File: src/rtl/memory_stage.sv
// memory_stage: EX/MEM register, data memory and MEM/WB register.
// Resolves branches, performs loads/stores, presents write-back data.
//
// Ports:
//   clk, rst          clock, synchronous active-high reset
//   in_stall          hold both pipeline registers, suppress memory write
//   in_flush          load a bubble into EX/MEM
//   in_*              execute-stage results and control bits
//   O_PCSrc           branch taken (EX/MEM Branch & Zero)
//   O_BranchTarget    EX/MEM branch target
//   O_ReadData        MEM/WB load data
//   O_ALUResult       MEM/WB ALU result
//   O_WriteRegister   MEM/WB destination register
//   O_RegWrite        MEM/WB write-back enable
//   O_WB_Data         selected write-back data
module memory_stage #(
    parameter int DATA_W = 16,
    parameter int REG_W  = 3,
    parameter int ADDR_W = 8
) (
    input  logic              clk,
    input  logic              rst,
    input  logic              in_stall,
    input  logic              in_flush,
    input  logic [DATA_W-1:0] in_ALUResult,
    input  logic              in_Zero,
    input  logic [DATA_W-1:0] in_BranchTarget,
    input  logic [REG_W-1:0]  in_WriteRegister,
    input  logic [DATA_W-1:0] in_Write_Data,
    input  logic              in_MemRead,
    input  logic              in_MemWrite,
    input  logic              in_Branch,
    input  logic              in_RegWrite,
    input  logic              in_MemtoReg,
    output logic              O_PCSrc,
    output logic [DATA_W-1:0] O_BranchTarget,
    output logic [DATA_W-1:0] O_ReadData,
    output logic [DATA_W-1:0] O_ALUResult,
    output logic [REG_W-1:0]  O_WriteRegister,
    output logic              O_RegWrite,
    output logic [DATA_W-1:0] O_WB_Data
);

    localparam int DEPTH = 1 << ADDR_W;

    typedef struct packed {
        logic [DATA_W-1:0] alu;
        logic              zero;
        logic [DATA_W-1:0] target;
        logic [REG_W-1:0]  wreg;
        logic [DATA_W-1:0] wdata;
        logic              mem_read;
        logic              mem_write;
        logic              branch;
        logic              reg_write;
        logic              mem_to_reg;
    } ex_mem_t;

    typedef struct packed {
        logic [DATA_W-1:0] read_data;
        logic [DATA_W-1:0] alu;
        logic [REG_W-1:0]  wreg;
        logic              reg_write;
        logic              mem_to_reg;
    } mem_wb_t;

    ex_mem_t ex_mem;
    ex_mem_t ex_mem_d;
    mem_wb_t mem_wb;

    logic [DATA_W-1:0] mem [DEPTH];
    logic [ADDR_W-1:0] addr;

    // Byte address to word address; upper bits drop so addresses wrap.
    assign addr = ex_mem.alu[ADDR_W:1];

    // Next EX/MEM contents; a flush keeps data but kills every control
    // bit that could change architectural state or redirect fetch.
    always_comb begin
        ex_mem_d            = '0;
        ex_mem_d.alu        = in_ALUResult;
        ex_mem_d.zero       = in_Zero;
        ex_mem_d.target     = in_BranchTarget;
        ex_mem_d.wreg       = in_WriteRegister;
        ex_mem_d.wdata      = in_Write_Data;
        ex_mem_d.mem_to_reg = in_MemtoReg;
        if (!in_flush) begin
            ex_mem_d.mem_read  = in_MemRead;
            ex_mem_d.mem_write = in_MemWrite;
            ex_mem_d.branch    = in_Branch;
            ex_mem_d.reg_write = in_RegWrite;
        end
    end

    always_ff @(posedge clk) begin
        if (rst) begin
            ex_mem <= '0;
            mem_wb <= '0;
        end else if (!in_stall) begin
            ex_mem            <= ex_mem_d;
            mem_wb.alu        <= ex_mem.alu;
            mem_wb.wreg       <= ex_mem.wreg;
            mem_wb.reg_write  <= ex_mem.reg_write;
            mem_wb.mem_to_reg <= ex_mem.mem_to_reg;
            // Read enable: load data is only meaningful for loads.
            if (ex_mem.mem_read) begin
                mem_wb.read_data <= mem[addr];
            end
        end
    end

    // Memory array has no reset; writes only on a live, unstalled edge.
    always_ff @(posedge clk) begin
        if (!rst && !in_stall && ex_mem.mem_write) begin
            mem[addr] <= ex_mem.wdata;
        end
    end

    assign O_PCSrc         = ex_mem.branch & ex_mem.zero;
    assign O_BranchTarget  = ex_mem.target;
    assign O_ReadData      = mem_wb.read_data;
    assign O_ALUResult     = mem_wb.alu;
    assign O_WriteRegister = mem_wb.wreg;
    assign O_RegWrite      = mem_wb.reg_write;
    assign O_WB_Data       = mem_wb.mem_to_reg ? mem_wb.read_data
                                               : mem_wb.alu;

endmodule

File: config.mk
export PLATFORM = sky130hd
export DESIGN_NAME = memory_stage
export DESIGN_NICKNAME = d
export VERILOG_FILES = /design/src/rtl/memory_stage.sv
export SDC_FILE = /design/constraint.sdc
export NUM_CORES = 2
export LEC_CHECK = 0
export ABC_AREA = 0
export CORE_UTILIZATION = 35
export CTS_CLUSTER_SIZE = 28
export DETAILED_ROUTE_END_ITERATION = 10
export PLACE_DENSITY_LB_ADDON = 0.12
export SLEW_MARGIN = 10
export SYNTH_ARGS = -nofsm -noshare
export SYNTH_HDL_FRONTEND = slang
export SYNTH_SLANG_ARGS = --single-unit
File: constraint.sdc
create_clock -name clk -period 4.2 [get_ports clk]
set_input_delay 0.84 -clock clk [delete_from_list [all_inputs] [get_ports clk]]
set_output_delay 0.84 -clock clk [all_outputs]
set_load 0.01 [all_outputs]
# Yosys cells after proc, flatten, opt, wreduce, memory -nomap -nowiden

Memory sizes are Yosys's and may differ from the RTL's. A register that Yosys moved wholly into a read port is not among the register bits.
Cells that the tools add are included.

Logic and storage cells: 26
Flip-flop bits (word level): 78
RAM bits: 4096
Memories: 1
Bits of input ports: 61
Output and inout bits: 69

Reductions and logical operators: 5
Bitwise operators: 2
Muxes and demuxes: 4

Memories:

| name | words | bits a word | read ports | clocked after memory_dff | wr ports | line | source |
|---|---|---|---|---|---|---|---|
| mem  | 256   | 16          | 1          | 1                        | 1        | 71   | `logic [DATA_W-1:0] mem [DEPTH];` |

Operators with widths:

| cell                | number |
|---|---|
| 16-bit 2-to-1 mux   | 1 |
| 4-bit 2-to-1 mux    | 1 |
| 1-bit logical AND   | 2 |
| 1-bit logical NOT   | 2 |
| 1-bit 2-to-1 mux    | 2 |
| 2-bit AND reduction | 1 |
| 1-bit AND           | 1 |
| 1-bit NOT           | 1 |

# Logic depth before layout (Yosys ltp)

Word-level depth: 5
Depth in mapped cells: 12
Depth with buffers taken out: 7

# Worst setup path after synthesis

No wires, ideal clock.

Kind: reg-to-reg
Start point: reg ex_mem[5] (netlist bit)
End point: mem mem[0][0] (data pin)
Setup time: 856 ps
Arrival time: 3397 ps
Path slack: -53 ps
Data required time: 3344 ps
Cell stages (with the launch flop): 1
Clock period less this slack: 4253 ps
Cell sequence: dfxtp_1

RTL lines:

| element                | line | source |
|---|---|---|
| from (decl)            | 67   | `ex_mem_t ex_mem;` |
| from (signal assigned) | 100  | `ex_mem <= ex_mem_d;` |
| to (decl)              | 71   |  |

No word-level cell before the write port.

==> flow_summary.toml <==
[status]
outcome = "completed"

[worst_setup_path]
startpoint = "addr[3]"
critical_path_class = "flop to flop"
endpoint_kind = "flop"
cp-start-kind = "flop"
reg2reg_from = "addr[3]"
cp_max_fo = 38
cp.arrival_ps = 4990
worstPathRequired_ps = 5100

[placement]
hpwl_um = 337000
place_ws_ps = -838.9
place_area_mm2 = 0.1742
portBuffers = 129
gp_congestion = 0.8454

[synthesis]
synthMuxAreaShare = 0.1503
yosysWarnings = 0
syn-num-nets = 7621
synth_xor_area_frac = 0
synthesis.area_mm2 = 0.1610
avgSynthCellArea_um2 = 21.29
synth-compound-area-share = 0.03251
synth_flop_cell = "edfxtp_1"
yosysUniqueCellTypes = 74
yosys.area_share.adder = 0
synthArstFlopShare = 0
synth_top_family_by_area = "multiplexers"
synthDominantCellAreaShare = 0.7641
synth_edf_count = 4096
synthSimpleGateAreaFrac = 0.02175
yosysSeqAreaShare = 0.7758
synth_top_area_cell = "edfxtp_1"
synth.area.top_cells = "edfxtp_1, mux4_2, mux2i_1, dfxtp_1, nor2_1"
syn_inst = 7560
synth_seq_cells = 4190

[clock_network]
clkLatencyLatePin_ps = 1030
ctsHoldBuffers = 0
clk_pin_slew_worst_paths_ps = 60
h-tree-depth = 5
cts-root-buf = "clkbuf_16"
numCtsBuffers = 450
numClockSinks = 4190
cts_buffer_depth = 4
tritoncts = "yes"

[worst_hold_path]
holdCritStartpoint = "rst"
hold_class = "input pin to flop"

[floorplan]
core_area_mm2 = 0.4571
placementRows = 248
io_pins = 130
die_w_um = 680.2
dieArea_mm2 = 0.4626
die_height_um = 680.2
initial_core_util = 0.3522

[timing]
finalSetupViolCount = 0
layout_min_cycle_time_ps = 4093
maxSlewViolCount = 0
hold_violations = 0
slew_headroom = 0.08140
worstMarginPinSlew_ps = 1378
rsz0062_at_grt = "no"
setup_slack_ps = 107.1
fin_crit_sh = 0.9745
timing.fmax_mhz = 244.3
holdWs_ps = 307.6
fin_skew_ps = 92.54

[global_route]
grt_max_degree = 161
overflow = 0
antenna_found_initial = 50
grt_pass1_vias = 82960
grt_usage = 0.2247
grt_pass1_wl_um = 718000

[route]
vias = 82510
drtIter0Drc = 9590
ant_nets = 0
routed_wl_um = 527500
firstDrtPassIters = 6
via_per_inst = 5.555
route.detailed.wl_per_inst_um = 35.51
drcViolationCount = 0

[pwr]
power_leakage_nw = 56.21
power_mw = 90.06
clockPowerShare = 0.432
cellPowerDensity_mw_per_mm2 = 477.5
vdd_ir_drop_max_v = 0.0004026
p_int_mw = 69.92
p_sw_mw = 20.14
seqPwrFrac = 0.514
share_comb_of_total_power = 0.054
swShare = 0.2236

[cells_and_area]
syn_to_final_growth_pct = 17.18
drive_above_1_share = 0.2859
num-nets-final = 8407
utilization = 0.4127
nFillCells = 40090
design_area_mm2 = 0.1886

[run]
maxCapViolCount = 0
-- cell usage in the layout, fill, tap and decap left out, types with 11 or more instances in the layout --
master           instances
a211oi_1                24
a21oi_1                 40
a221oi_1                65
a22o_1                  12
a22oi_1                112
a31oi_1                 22
a32oi_1                 22
buf_12                  99
buf_4                  602
bufinv_16               38
clkbuf_1               108
clkbuf_16              456
clkdlybuf4s50_1        127
clkinv_1               119
clkinv_2                72
dfxtp_1                 70
dfxtp_4                 22
edfxtp_1              4096
mux2_2                  25
mux2i_1                474
mux4_2                 850
nand2_1                120
nand2b_1                13
nand3_1                 30
nand3_2                 16
nand4_1                 23
nor2_1                 227
nor2_2                 178
nor2b_1                 12
nor3_1                  30
nor3_2                  28
nor4_1                  24
o21ai_0                 59
o21ai_1                 12
o221ai_1                23
o22a_1                  24
o22ai_1                228
or3_1                   11
-- worst paths after layout --
check	depth (start not counted)	slack, ps	to
worst max-delay path	8	110	O_ReadData[11]
worst min register to register	2	490	O_WriteRegister[0]
worst max register to register	8	110	O_ReadData[11]
worst min-delay path	2	310	addr[2]
-- cell type report --
cell class | count | area (µm²) | area share
Antenna cell | 8 | 20.02 | 0.0001061
Clock inverter | 262 | 2451 | 0.01300
Multi-Input combinational cell | 2867 | 33830 | 0.1794
Tap cell | 6125 | 7664 | 0.04063
Sequential cell | 4190 | 125000 | 0.6625
Clock buffer | 565 | 11830 | 0.06272
Inverter | 4 | 22.52 | 0.0001194
Timing Repair Buffer | 833 | 7829 | 0.04151
-- stage by stage --
| stage | TNS, ps | cells |
|---|---|---|
| 2_1_floorplan | 0 | 7560 |
| 3_3_place_gp | -3484 | 14010 |
| 3_5_place_dp | -2221 | 14010 |
| 4_1_cts | 0 | 14840 |
| 5_1_grt | 0 | 14850 |
| 6_report | 0 | 14850 |
-- synth_stat cells (24+ instances only) --
master,instances
nor2_1,406
mux4_2,850
mux2i_1,476
edfxtp_1,4096
o22a_1,24
nor4_1,27
a211oi_1,24
nor3_1,58
dfxtp_1,94
mux2_2,25
buf_6,68
nand2_1,123
buf_2,135
a22oi_1,112
nand3_1,46
o21ai_0,59
a221oi_1,66
buf_4,145
clkbuf_1,124
a21oi_1,44
o22ai_1,228
-- worst max-delay path, cell delays in order (launching register included) --
cell,delay (ps)
dfxtp_4,780
buf_12,390
buf_4,500
mux4_2,300
o22a_1,160
o221ai_1,200
nor3_1,670
o22ai_1,520
o31ai_1,310
-- kinds of logic after synthesis --
| logic type | count (synthesis) |
|---|---|
| flip-flops | 4190 |
| multiplexers | 1351 |
| AND/OR/NAND/NOR | 782 |
| AO/OA/AOI/OAI | 734 |
| buffers and inverters | 503 |
-- timing repair --
item / CTS / global route
setup buffers: 0 / 5
gates resized for setup: 14 / 1
endpoints found under the setup margin: 8 / 3
-- per-layer routing --
metal  part of all wire  GRT usage  vias up
li1                   -          -    33360
met1               0.43     0.3178    45380
met2               0.47     0.3633     3103
met3              0.065    0.03200      674
met4              0.033    0.06376        2
met5           0.000025          0        -
-- state kept, by name, summed over array words and instances (netlist names) --
register	count
mem	4096
O_BranchTarget	16
O_ALUResult	16
addr	8
ex_mem	33
O_ReadData	16
mem_wb	1
O_WriteRegister	3
O_RegWrite	1
-- power by group through the flow --
stage,clock network (mW),logic (mW),registers [mW]
after global routing,41.1,5.07,46.3
after global placement,0,4.84,47.2
after detailed placement,0,4.88,47.2
after floorplan,0,2.33,47.3
final,38.9,4.87,46.3
after CTS,39.6,4.90,46.3
Power figures use the tool's default switching activity.
